`src/rtl/piso_pkg.sv`:
```
// Shared definitions for the serial transmit controller.
//   state_e          : controller FSM states
//   PISO_DATA_W/DIV_W: default word width and bit-period divider width
//   REQ0/REQ1        : requester identifiers as driven on id_o
package piso_pkg;

  typedef enum logic [1:0] {
    IDLE  = 2'd0,
    SHIFT = 2'd1,
    GAP   = 2'd2
  } state_e;

  localparam int PISO_DATA_W = 4;
  localparam int PISO_DIV_W  = 8;

  localparam logic REQ0 = 1'b0;
  localparam logic REQ1 = 1'b1;

endpackage

```
`src/rtl/piso_bit_timer.sv`:
```
// Bit-period down-counter.
//   clk_i, rst_ni : clock, async active-low reset
//   load_i, val_i : load val_i into the counter (takes priority)
//   en_i          : decrement by one; holds at zero
//   cnt_o         : current count
//   tc_o          : terminal count (count == 0)
module piso_bit_timer #(
  parameter int DIV_W = 8
) (
  input  logic             clk_i,
  input  logic             rst_ni,
  input  logic             load_i,
  input  logic [DIV_W-1:0] val_i,
  input  logic             en_i,
  output logic [DIV_W-1:0] cnt_o,
  output logic             tc_o
);

  logic [DIV_W-1:0] cnt_q;

  always_ff @(posedge clk_i or negedge rst_ni) begin
    if (!rst_ni)                  cnt_q <= '0;
    else if (load_i)              cnt_q <= val_i;
    else if (en_i && cnt_q != '0) cnt_q <= cnt_q - DIV_W'(1);
  end

  assign cnt_o = cnt_q;
  assign tc_o  = (cnt_q == '0);

endmodule

```
`src/rtl/piso_arb_ctrl.sv`:
```
// Two-requester round-robin serial transmitter.
//   clk_i, rst_ni          : clock, async active-low reset
//   reqN_valid/data/ready  : valid/ready word input from requester N
//   div_i                  : bit period minus one, captured at accept
//   data_o                 : serial data, LSB first (0 outside a frame)
//   frame_o                : high while word bits are on data_o
//   id_o                   : requester of the current/last frame
//   done_o                 : pulse on the final cycle of the final bit
module piso_arb_ctrl
  import piso_pkg::*;
#(
  parameter int DATA_W = PISO_DATA_W,
  parameter int DIV_W  = PISO_DIV_W
) (
  input  logic              clk_i,
  input  logic              rst_ni,
  input  logic              req0_valid_i,
  input  logic [DATA_W-1:0] req0_data_i,
  output logic              req0_ready_o,
  input  logic              req1_valid_i,
  input  logic [DATA_W-1:0] req1_data_i,
  output logic              req1_ready_o,
  input  logic [DIV_W-1:0]  div_i,
  output logic              data_o,
  output logic              frame_o,
  output logic              id_o,
  output logic              done_o
);

  localparam int CNT_W = $clog2(DATA_W);

  state_e            state_q, state_d;
  logic [DATA_W-1:0] shift_q;
  logic [CNT_W-1:0]  bit_cnt_q;
  logic [DIV_W-1:0]  div_q;
  logic              id_q;
  logic              last_grant_q;

  logic              grant;
  logic              accept;
  logic              in_shift;
  logic              last_bit;
  logic              tc;
  logic              bit_step;
  logic              tmr_load;
  logic [DIV_W-1:0]  tmr_val;
  logic [DIV_W-1:0]  div_cnt;

  // Round-robin: a lone requester wins outright; on a tie the one that
  // did not win last time goes next.
  always_comb begin
    grant = REQ0;
    if (req0_valid_i && req1_valid_i) grant = ~last_grant_q;
    else if (req1_valid_i)            grant = REQ1;
  end

  // Readies are gated by rst_ni so they read 0 while reset is held,
  // even though the FSM already sits in IDLE.
  assign accept       = rst_ni && (state_q == IDLE) && (req0_valid_i || req1_valid_i);
  assign req0_ready_o = rst_ni && (state_q == IDLE) && (grant == REQ0) && req0_valid_i;
  assign req1_ready_o = rst_ni && (state_q == IDLE) && (grant == REQ1) && req1_valid_i;

  assign in_shift = (state_q == SHIFT);
  assign last_bit = (bit_cnt_q == CNT_W'(DATA_W-1));
  assign bit_step = in_shift && tc && !last_bit;

  // Bit timer is loaded from div_i at accept and from the captured copy
  // at every bit boundary, so div_i changes mid-frame have no effect.
  assign tmr_load = accept || bit_step;
  assign tmr_val  = accept ? div_i : div_q;

  piso_bit_timer #(.DIV_W(DIV_W)) u_timer (
    .clk_i  (clk_i),
    .rst_ni (rst_ni),
    .load_i (tmr_load),
    .val_i  (tmr_val),
    .en_i   (in_shift && !tc),
    .cnt_o  (div_cnt),
    .tc_o   (tc)
  );

  always_ff @(posedge clk_i or negedge rst_ni) begin
    if (!rst_ni) state_q <= IDLE;
    else         state_q <= state_d;
  end

  always_comb begin
    state_d = state_q;
    unique case (state_q)
      IDLE:    if (accept) state_d = SHIFT;
      SHIFT:   if (tc && last_bit) state_d = GAP;
      GAP:     state_d = IDLE;
      default: state_d = IDLE;
    endcase
  end

  always_ff @(posedge clk_i or negedge rst_ni) begin
    if (!rst_ni) begin
      shift_q      <= '0;
      bit_cnt_q    <= '0;
      div_q        <= '0;
      id_q         <= REQ0;
      last_grant_q <= REQ1;
    end else if (accept) begin
      shift_q      <= (grant == REQ1) ? req1_data_i : req0_data_i;
      bit_cnt_q    <= '0;
      div_q        <= div_i;
      id_q         <= grant;
      last_grant_q <= grant;
    end else if (bit_step) begin
      shift_q   <= {1'b0, shift_q[DATA_W-1:1]};
      bit_cnt_q <= bit_cnt_q + CNT_W'(1);
    end
  end

  // Outputs decode straight from state so an async reset clears them
  // immediately.
  assign frame_o = in_shift;
  assign data_o  = in_shift && shift_q[0];
  assign done_o  = in_shift && tc && last_bit;
  assign id_o    = id_q;

endmodule
```
`config.mk`:
```
export PLATFORM = sky130hd
export DESIGN_NAME = piso_arb_ctrl
export DESIGN_NICKNAME = d
export VERILOG_FILES = /design/src/rtl/piso_pkg.sv /design/src/rtl/piso_bit_timer.sv /design/src/rtl/piso_arb_ctrl.sv
export SDC_FILE = /design/constraint.sdc
export NUM_CORES = 1
export LEC_CHECK = 0
export ABC_AREA = 1
export BUFFER_PORTS_ARGS = -buffer_cell sky130_fd_sc_hd__buf_2
export CAP_MARGIN = 20
export CORE_MARGIN = 8
export CORE_UTILIZATION = 40
export DETAILED_ROUTE_END_ITERATION = 7
export GPL_TIMING_DRIVEN = 1
export PLACE_DENSITY_LB_ADDON = 0.05
export SLEW_MARGIN = 10
export SYNTH_ARGS = -nofsm -noshare
export SYNTH_HDL_FRONTEND = slang
export SYNTH_SLANG_ARGS = --single-unit
```
`constraint.sdc`:
```
create_clock -name clk_i -period 1.32 [get_ports clk_i]
set_input_delay 0.198 -clock clk_i [delete_from_list [all_inputs] [get_ports clk_i]]
set_output_delay 0.198 -clock clk_i [all_outputs]
set_load 0.005 [all_outputs]
```
==> flow_metrics.tcl <==
set metrics [dict create \
    run_status "finished, violations left" \
    violated_checks "setup timing" \
    synth-simple-area-share 0.386 \
    detail-route-antenna-nets 0 \
    setup-violations-final 21 \
    critical_path.cell_chain "inv_2 > ha_4 > nand2_4 > nor2_4 > buf_6 > nand3_4 > nor2_4 > buf_2" \
    tritoncts "built" \
    worst-setup-path-type "register to output port" \
    grt_setup_unrepaired "yes" \
    first_pass_iters 4 \
    fp-row-count 23 \
    synth.area.top_cells "sky130_fd_sc_hd__dfrtp_1, sky130_fd_sc_hd__nand2_1, sky130_fd_sc_hd__inv_1" \
    dominant_combinational_cell_family_by_area_after_synthesis "simple AND/OR/NAND/NOR gates" \
    antenna_diodes 0 \
    crit_path_max_incr_delay_ns 0.40 \
    buffer_ports.inserted 25 \
    synth_compound_gate_area_share 0.0640 \
    design.die.area_mm2 0.00623 \
    grt_first_pass_wirelength_um 7180 \
    power.leakage_uw 0.00130 \
    area.growth.synth_to_final_pct 57.6 \
    top_ports 26 \
    post_synth_fa_ha_maj_area_fraction 0.0158 \
    die_width_um 78.9 \
    final.setup_skew_ns 0.00259 \
    top_area_cell_type_share_of_the_netlist_area 0.395 \
    startpoint_type "register" \
    cts_num_sinks 26 \
    power.share.switching 0.227 \
    period_share 1.25 \
    wire_length_per_cell_after_detailed_routing_um 14.6 \
    gp_congestion 0.855 \
    ir_drop_mv 0.378 \
    antenna_violations_before_repair 0 \
    cts_inserted_buffers 3 \
    dpl.hpwl_um 3120 \
    final_net_count 298 \
    drv_slew 0 \
    finalHoldViolCount 0 \
    maxCapViolCount 0 \
    post_place_setup_slack_ns -0.165 \
    grt_max_degree 27 \
    seq_power_share 0.588 \
    critPathBufInv 3 \
    power_density_mw_per_mm2 542 \
    slew-limit-headroom 0.763 \
    cp.arrival_ns 1.46 \
    n_fill_cell 364 \
    post-route-min-period_ns 1.65 \
    first_global_vias 1612 \
    synth-xor-area-share 0.00553 \
    die_height_um 78.9 \
    critPathTopFamily "flip-flops" \
    insertion_delay_to_the_later_sink_of_the_worst_skew_pair_ns 0.27 \
    final_layout_size_suffix_gt1_frac 0.487 \
    hp-class "input pin to register" \
    synth.yosys.seq_area_share 0.412 \
    synthMuxAreaShare 0 \
    drt_first_iter_violations 91 \
    p_switching_uw 308 \
    worst-endpoint-required_ns 1.12 \
    globalRoute.totalOverflow 0 \
    timing_worst_slew_pin_value_ns 0.356 \
    yosysWarnings 0 \
    post_synth_inst_count 206 \
    netlist_area_mm2 0.00158 \
    gr-usage-all-layers 0.144 \
    path_max_fanout 2 \
    mappedNetlistNets 228 \
    path_common_cell "sky130_fd_sc_hd__nor2_4" \
    crit_path_top_delay_cell "sky130_fd_sc_hd__dfrtp_1" \
    netlist.top_cell.by_area "sky130_fd_sc_hd__dfrtp_1" \
    setup_tns_ns -4.07 \
    clock-root-buffer "sky130_fd_sc_hd__clkbuf_8" \
    worst_slack_ns -0.335 \
    synth-seq-cells 26 \
    fmax_mhz 604 \
    synthesis.area_per_instance_um2 7.69 \
    cellInternalPower_uw 1050 \
    ctsHtreeMaxLevel 1 \
    p_clk_frac 0.351 \
    setup.worst_path.end_class "output port" \
    drcViolationCount 0 \
    pwr-share-comb 0.061 \
    clock_path_buffers 2 \
    totalWireLength_um 4760 \
    vias 1581 \
    initial_standard_cell_utilization_of_the_core 0.405 \
    drt-vias-per-instance 4.86 \
    synth.distinct_cells 28 \
    core_region_area_mm2 0.00391 \
    path_clk_slew_ns 0.09 \
]
-- per-stage QoR --
| stage | power, uW | utilization | hold WS (ns) | instances | cell area (um^2) |
|---|---|---|---|---|---|
| detailed placement | 878 | 0.509 | 0.281 | 306 | 1990 |
| finish | 1350 | 0.638 | 0.157 | 325 | 2500 |
| floorplan | 824 | - | -0.0976 | 206 | 1600 |
| CTS | 1360 | 0.573 | 0.146 | 320 | 2240 |
| global route | 1400 | 0.638 | 0.164 | 325 | 2500 |
| global placement | 874 | 0.509 | 0.277 | 306 | 1990 |
-- registers in the layout (all words and copies together), names as in the netlist --
| name | flops |
|---|---|
| id_o | 1 |
| shift_q | 4 |
| state_q | 2 |
| div_q | 8 |
| bit_cnt_q | 2 |
| last_grant_q | 1 |
| u_timer.cnt_o | 8 |
-- power groups by stage --
stage / registers (uW) / clock network [uW] / logic [uW]
floorplan: 812 / 0 / 12.2
global placement: 812 / 0 / 62.3
detailed placement: 812 / 0 / 66.7
CTS: 796 / 490 / 78.1
global route: 796 / 515 / 91.9
finish: 796 / 476 / 82.2
-- synth_stat cells, drive strengths merged --
master	count
nand3	30
xor2	1
and3	1
nand4	1
a21oi	2
buf	6
nor2	15
dfrtp	25
ha	2
inv	35
nand2	65
dfstp	1
o21ai	16
nand3b	5
nor3	1
-- repair_timing --
item	CTS	global route
setup endpoints to repair	21	27
hold endpoints to repair	25	0
pin swaps	10	12
gates cloned	2	2
hold buffers	1	0
setup buffers	7	3
gates resized for setup	30	37
-- metal layers --
metal	global-route usage	wire length [um]	vias to the layer above
met5	0	0	-
met2	0.262	2490	35
met4	0.0556	112	0
li1	-	-	784
met1	0.162	2010	751
met3	0.0271	150	11
-- kinds of logic after synthesis --
family	after synthesis
DFF	26
and+or+nand+nor	118
xor gates and xnor gates	1
AOI/OAI and AO/OA	18
buffers and inverters	41
adders and majority gates	2
-- worst register-to-register path, cell delays in order (launching register included) --
cell and delay (ns):
sky130_fd_sc_hd__dfrtp_1 0.40, sky130_fd_sc_hd__inv_2 0.08, sky130_fd_sc_hd__ha_4 0.16, sky130_fd_sc_hd__nand2_4 0.06
sky130_fd_sc_hd__buf_4 0.14, sky130_fd_sc_hd__buf_6 0.11, sky130_fd_sc_hd__nand3b_4 0.17, sky130_fd_sc_hd__nand2_8 0.13
sky130_fd_sc_hd__buf_8 0.15, sky130_fd_sc_hd__nand3_2 0.07, sky130_fd_sc_hd__nand2_1 0.06
-- layout by cell type, fill, tap and decap left out, types with 4 or more instances in the layout --
cell,synthesis,routed
sky130_fd_sc_hd__nand2_1,58,53
sky130_fd_sc_hd__nor2_4,1,4
sky130_fd_sc_hd__inv_2,4,9
sky130_fd_sc_hd__buf_2,1,23
sky130_fd_sc_hd__nand2_2,3,4
sky130_fd_sc_hd__o21ai_4,0,7
sky130_fd_sc_hd__nand2_4,4,6
sky130_fd_sc_hd__nor2_1,13,9
sky130_fd_sc_hd__inv_1,31,25
sky130_fd_sc_hd__nand3_2,6,16
sky130_fd_sc_hd__nand2_8,0,4
sky130_fd_sc_hd__nand3_1,23,12
sky130_fd_sc_hd__buf_4,2,29
sky130_fd_sc_hd__dfrtp_1,25,25
sky130_fd_sc_hd__buf_6,3,11
sky130_fd_sc_hd__o21ai_1,12,5
-- area by class of cell --
class,instances,area (um^2),share of cell area
multi-input combinational,141,1030,0.412
sequential,26,652,0.261
timing repair buffer,69,572,0.229
inverter,35,136,0.0546
tap,50,62.6,0.0251
clock buffer,4,45.0,0.0180
-- final timing paths --
check / start / end / slack (ns) / cells after the start
setup / recovery: u_timer.cnt_o[1]$_DFFE_PN0P_ / done_o / -0.33 / 8
hold / removal: div_i[3] / div_q[3]$_DFF_PN0_ / 0.16 / 3
setup reg to reg: u_timer.cnt_o[1]$_DFFE_PN0P_ / u_timer.cnt_o[7]$_DFFE_PN0P_ / -0.27 / 10
hold reg to reg: shift_q[3]$_DFFE_PN0P_ / shift_q[3]$_DFFE_PN0P_ / 0.50 / 2
max in group asynchronous: rst_ni / last_grant_q$_DFFE_PN1P_ / 0.50 / 3
min in group asynchronous: rst_ni / div_q[4]$_DFF_PN0_ / 0.51 / 3
Power figures use the tool's default switching activity.
